$ cat src/rtl/pc_unit.sv
// Program-counter unit: next-PC selection, exception-handler FSM, EPC capture and redirect pulse.
// Optional target alignment check enabled by defining PC_ALIGN_CHK_EN.
module pc_unit #(
  parameter int unsigned          WIDTH     = 32,
  parameter logic [WIDTH-1:0]     RESET_VEC = 32'h00003000,
  parameter logic [WIDTH-1:0]     EXC_VEC   = 32'h00004180,
  parameter int unsigned          STEP      = 4
) (
  input  logic             clk,
  input  logic             reset,
  input  logic             stall,
  input  logic             br_taken,
  input  logic [WIDTH-1:0] br_target,
  input  logic             jump,
  input  logic [WIDTH-1:0] jump_target,
  input  logic             exc_req,
  input  logic [WIDTH-1:0] exc_pc,
  input  logic             eret,
  output logic [WIDTH-1:0] pc,
  output logic [WIDTH-1:0] pc_plus,
  output logic [WIDTH-1:0] epc,
  output logic             in_handler,
  output logic             redirect
);

  // Handshake-free block: every input is a single-cycle level sampled on the rising edge;
  // requests have no ready/acknowledge and an ignored request is simply dropped.

  typedef enum logic {
    RUN     = 1'b0,
    HANDLER = 1'b1
  } state_e;

  localparam logic [WIDTH-1:0] STEP_W = WIDTH'(STEP);

  state_e           state_q, state_d;
  logic [WIDTH-1:0] pc_q, pc_d;
  logic [WIDTH-1:0] epc_q, epc_d;
  logic             redirect_q, redirect_d;

`ifdef PC_ALIGN_CHK_EN
  // STEP is a power of two, so STEP-1 masks the low log2(STEP) bits.
  localparam logic [WIDTH-1:0] ALIGN_MASK = STEP_W - 1'b1;
  logic [WIDTH-1:0] chk_target;
  logic             misaligned;

  always_comb begin
    chk_target = jump ? jump_target : br_target;
    misaligned = (jump || br_taken) && ((chk_target & ALIGN_MASK) != '0);
  end
`endif

  assign pc_plus = pc_q + STEP_W;

  always_comb begin
    state_d    = state_q;
    pc_d       = pc_q;
    epc_d      = epc_q;
    redirect_d = 1'b0;
    if (exc_req && (state_q == RUN)) begin
      pc_d       = EXC_VEC;
      epc_d      = exc_pc;
      state_d    = HANDLER;
      redirect_d = 1'b1;
`ifdef PC_ALIGN_CHK_EN
    end else if (misaligned && (state_q == RUN)) begin
      pc_d       = EXC_VEC;
      epc_d      = chk_target;
      state_d    = HANDLER;
      redirect_d = 1'b1;
`endif
    end else if (eret && (state_q == HANDLER)) begin
      pc_d       = epc_q;
      state_d    = RUN;
      redirect_d = 1'b1;
    end else if (stall) begin
      pc_d = pc_q;
    end else if (jump) begin
      pc_d       = jump_target;
      redirect_d = 1'b1;
    end else if (br_taken) begin
      pc_d       = br_target;
      redirect_d = 1'b1;
    end else begin
      pc_d = pc_plus;
    end
  end

  always_ff @(posedge clk) begin
    if (!reset) begin
      state_q    <= RUN;
      pc_q       <= RESET_VEC;
      epc_q      <= '0;
      redirect_q <= 1'b0;
    end else begin
      state_q    <= state_d;
      pc_q       <= pc_d;
      epc_q      <= epc_d;
      redirect_q <= redirect_d;
    end
  end

  assign pc         = pc_q;
  assign epc        = epc_q;
  assign in_handler = (state_q == HANDLER);
  assign redirect   = redirect_q;

endmodule

$ cat config.mk
export PLATFORM = sky130hd
export DESIGN_NAME = pc_unit
export DESIGN_NICKNAME = d
export VERILOG_FILES = /design/src/rtl/pc_unit.sv
export SDC_FILE = /design/constraint.sdc
export NUM_CORES = 1
export LEC_CHECK = 0
export ABC_CLOCK_PERIOD_IN_PS = 4800
export CORE_MARGIN = 4
export CORE_UTILIZATION = 46
export CTS_BUF_LIST = sky130_fd_sc_hd__clkbuf_4 sky130_fd_sc_hd__clkbuf_8
export CTS_CLUSTER_DIAMETER = 40
export CTS_CLUSTER_SIZE = 10
export DETAILED_ROUTE_END_ITERATION = 16
export PLACE_DENSITY = 0.95
export SYNTH_ARGS = -nofsm -noshare
export SYNTH_HDL_FRONTEND = slang
export SYNTH_SLANG_ARGS = --single-unit
$ cat constraint.sdc
create_clock -name clk -period 4.8 [get_ports clk]
set_input_delay 1.2 -clock clk [delete_from_list [all_inputs] [get_ports clk]]
set_output_delay 1.2 -clock clk [all_outputs]
set_load 0.05 [all_outputs]
=== Word-level counts from Yosys, hierarchy flattened ===
Cells that the tools add are included.

* $add $sub $neg: 1
* Equality and inequality tests: 2
* Mux-type cells: 12
* Bitwise logic cells: 2
* Reduce and logical (&&, ||, !) cells: 4

{| class="wikitable"
|+ Operators with widths
! cell !! number
|-
| two-way mux 32 bit || 4
|-
| adder 32 x 3 -> 32 bit, second input constant || 1
|-
| two-way mux 15 bit || 1
|-
| two-way mux 1 bit || 7
|-
| inequality test 3 x 1 -> 1 bit, second input constant || 1
|-
| logical AND 1 bit || 2
|-
| inequality test 2 x 1 -> 1 bit, second input constant || 1
|-
| NOT 1 bit || 2
|-
| nonzero test 2 bit || 1
|-
| OR reduction 2 bit || 1
|}

* Flip-flop bits (word level): 66
* Bits of input ports: 103
* Output and inout port bits: 98
* Logic and storage cells: 26

=== Depth between registers and ports, before layout ===
* Depth in word-level cells: 6
* Mapped depth: 8

=== Worst setup path before layout ===
OpenSTA, ideal clock, no wires.

* Kind: reg-to-output
* Start: register pc_q[4], in the netlist pc[4]
* End: output port pc_plus[31]
* Data arrival time: 2,576 ps
* Required time: 3,600 ps
* Setup slack: 1,024 ps
* Stages on the path, launching flop included: 7
* Path through: dfxtp_1 > buf_2 > nand2_1 > or4_4 > buf_6 > nor4_4 > xor2_1

* Longest elaborated chain between the ends: 1

{| class="wikitable"
|+ Ends and longest elaborated chain
! what !! line !! source
|-
| from (decl) || 37 || <nowiki>logic [WIDTH-1:0] pc_q, pc_d;</nowiki>
|-
| from (signal assigned) || 97 || <nowiki>pc_q <= pc_d;</nowiki>
|-
| adder 32 x 3 -> 32 bit || 53 || <nowiki>assign pc_plus = pc_q + STEP_W;</nowiki>
|-
| to (decl) || 20 || <nowiki>output logic [WIDTH-1:0] pc_plus,</nowiki>
|}

Every way passes these cells.

=== Worst setup path after layout ===
* Start: register pc_q[10], in the netlist pc[10]
* End: output port pc_plus[30]

Same word-level chain as after synthesis.

==> metrics <==
Worst R2R Path Depth=5; net switching power=~660 uW; detailed placement HPWL=between 10000 and 15000 um; Initial Util=47.6%; Avg Cell Area, Syn=7.64 sq um; latest clock arrival within the worst-skew pair=0.35 ns; commonest register cell after synthesis=dfxtp_1; Vias=around 5200; CTS max path bufs=2; num rows=34; path type of the worst min-delay path=flop to flop; Startpoint Class=flop; CP Data Arrival Time=~3.1 ns; CP Cell Sequence=and4_1 -> nand4_1 -> nor4_1 -> xor2_1 -> clkdlybuf4s50_1; pin count of the biggest net entering global routing=44; setup_tns=0 ns; Non-Filler Instances=~840; Worst slew margin=between 40 and 50%; # setup viols final=0; r2r startpoint=in_handler; number of setup buffers added after CTS=0; final wirelength=about 18000 um; metal2 WL=8360 um; Die Area=between 0.01 and 0.015 sq mm; fin crit share=90.3%; Reg clk slew, reported paths=0.08 ns; part of the power in combinational logic=between 30% and 40%; ys async rst share=0%; leakage=approximately 2.4 nW; global placer's final weighted congestion=0.930; met1 wire length=slightly above 7000 um; GRT overflow=0; placed instance count=a little over 800; Netlist cell types=65; first-pass GRT wire length=26600 um; drt pass-1 iters=6; crit path max fanout=8; count of state elements after synthesis=66; outcome=complete, no violations; Tot Pwr=between 1.5 and 2 mW; Cell Int Power=1.17 mW; Max rail drop VDD=168 uV; clock share of power=32.1%; Final min period=roughly 4.3 ns; RSZ-0062 raised after global routing=no; clock sink count=66; initial antenna violation count=2; CORE AREA=~0.0088 sq mm; Seq/Total Area, Yosys=about a third; # resized after CTS=0; Max Cap Violations=0; Min-Delay Endpoint=epc[4]; Clock Skews=between 0.01 and 0.015 ns; # nets final=a little over 800; Data required, critical path=about 3.6 ns; CTS tree=yes; Net Count, Synth=653; crit path max-delay cell type=clkdlybuf4s50_1; DRC viols=0; # H-tree levels=3; Worst setup EP type=output pin; Root Buffer=clkbuf_8; cell area after synthesis=~0.0042 sq mm; die height=just over 100 um; post-route ant nets=0; YS warnings=0; I/O Buffers=200; die width=~100 um; FMAX=between 200 and 250 MHz; hold depth=2; Max Slew Vio Count=0; critical path class=flop to output pin; Switching Share=between 30% and 40%; Worst Tran Pin Value=~0.89 ns; count of final hold-check violations=0; total track usage=about a third; wire per inst=between 20 and 25 um; R2R Setup Slk=roughly 2.5 ns; met3 wire len=1780 um; hold buffer count at cts=0; drt first-iter violations=about 530; I/O Pins=201; vias in the first global route=~5000; PwrDens=between 200 and 300 mW/mm^2; sequential power share=around a third; EDFF count, synth=0; vias per cell=6.26; synth-to-layout area growth=54.1%; DR top layer=met5; slowest stage delay, CP=~0.85 ns; total CTS buffers=9; synthesized netlist cell count=about 550; share of layout cells above drive strength 1=just over 6%; HP Start=epc[4]; Worst R2R End=pc[30]
-- worst max-delay path by stage --
stage,endpoint,startpoint,slack (ns)
floorplan,pc_plus[31],pc[4],1.02
finish,pc_plus[30],pc[10],0.46
global route,pc_plus[30],pc[10],0.22
global placement,pc_plus[30],pc[10],1.04
CTS,pc_plus[30],pc[10],0.54
detailed placement,pc_plus[30],pc[10],0.90
-- state kept, by name, summed over array words and instances, names as in the netlist, named ones only --
name        count
epc            32
in_handler      1
pc             30
redirect        1
-- per-stage QoR --
step | util [%] | hold WS (ns) | instance area [sq um] | worst slack [ns]
final | 73.4 | 0.488 | 6460 | 0.464
after global routing | 73.4 | 0.513 | 6460 | 0.225
after CTS | 73.3 | 0.488 | 6460 | 0.537
after detailed placement | 70.6 | 0.473 | 6220 | 0.901
after global placement | 70.6 | 0.460 | 6220 | 1.04
after floorplan | - | 0.682 | 4190 | 1.02
-- routing by layer --
metal,track usage [%],up-vias
met5,0,-
met2,50.8,337
met4,13.8,2
met1,44.4,2482
li1,-,2366
met3,5.84,57
-- cell families (layout without fill, tap and decap cells) --
logic type,after synthesis,after routing,synth area share [%]
compound gates,174,174,29.7
xor+xnor,24,24,5.01
fa+ha+maj,1,1,0.298
buf+inv,58,238,5.94
flops,66,66,31.5
mux,7,7,1.70
other cells,0,1,0
simple gates,219,219,25.8
-- cells in the mapped netlist, types with 3 or more instances --
library cell    n  share of area, %
nand2_1       107               9.6
dfxtp_1        66                32
a21boi_0       34               6.1
clkbuf_1       34               3.0
o21ai_0        27               3.2
nor2_1         23               2.1
a21oi_1        20               2.4
nand3_1        17               2.0
xor2_1         15               3.1
nor3_1         14               1.7
a221oi_1       13               2.7
o211ai_1       13               2.3
a31oi_1        12               1.8
inv_1           9              0.81
xnor2_1         9               1.9
nand4_1         8               1.2
o21a_1          7               1.3
mux2i_1         6               1.4
nand2b_1        6              0.90
o31ai_1         6               1.1
or3_1           6              0.90
a221o_1         5               1.2
and2_1          5              0.75
and3_1          5              0.75
and4_1          5               1.0
buf_2           5              0.60
buf_1           4              0.36
nor4_1          4              0.60
o2111ai_1       4              0.84
a211oi_1        3              0.54
a32o_1          3              0.72
buf_4           3              0.54
nor2b_1         3              0.45
o221ai_1        3              0.63
o311ai_0        3              0.63
or2_2           3              0.45
or4_1           3              0.54
-- critical path, delay by kind of cell (launching register included) --
kind	cells	cell delay (ns)
flops	1	0.48
buf+inv	1	0.85
xor+xnor	1	0.20
simple gates	3	1.28
-- power by group through the flow --
stage	Combinational [mW]	Clock [mW]	Sequential [mW]
2_1_floorplan	0.233	0	0.752
3_3_place_gp	0.594	0	0.642
3_5_place_dp	0.597	0	0.647
4_1_cts	0.600	0.584	0.634
5_1_grt	0.630	0.607	0.642
6_report	0.605	0.587	0.637
-- layout by cell type (no fill, tap or decap), types with 3 or more instances in the layout --
master           synthesis  final
a211oi_1                 3      3
a21boi_0                34     34
a21oi_1                 20     20
a221o_1                  5      5
a221oi_1                13     13
a31oi_1                 12     12
a32o_1                   3      3
and2_1                   5      5
and3_1                   5      5
and4_1                   5      5
buf_4                    3     13
bufinv_16                0      3
clkbuf_8                 0      9
clkdlybuf4s50_1          0    200
dfxtp_1                 66     66
inv_1                    9      9
mux2i_1                  6      6
nand2_1                107    107
nand2b_1                 6      6
nand3_1                 17     17
nand4_1                  8      8
nor2_1                  23     23
nor3_1                  14     14
nor4_1                   4      4
o2111ai_1                4      4
o211ai_1                13     13
o21a_1                   7      7
o21ai_0                 27     27
o221ai_1                 3      3
o311ai_0                 3      3
o31ai_1                  6      6
or2_2                    3      3
or3_1                    6      6
or4_1                    3      3
xnor2_1                  9      9
xor2_1                  15     15
-- area by class of cell --
type | count | area [sq um]
Multi-Input combinational cell | 425 | 2630
Fill cell | 671 | 2350
Timing Repair Buffer | 213 | 2100
Sequential cell | 66 | 1320
Tap cell | 108 | 135
Clock buffer | 9 | 124
Clock inverter | 6 | 115
Inverter | 10 | 37.5
Antenna cell | 1 | 2.50
No activity file was read; power rests on OpenSTA's default activity.
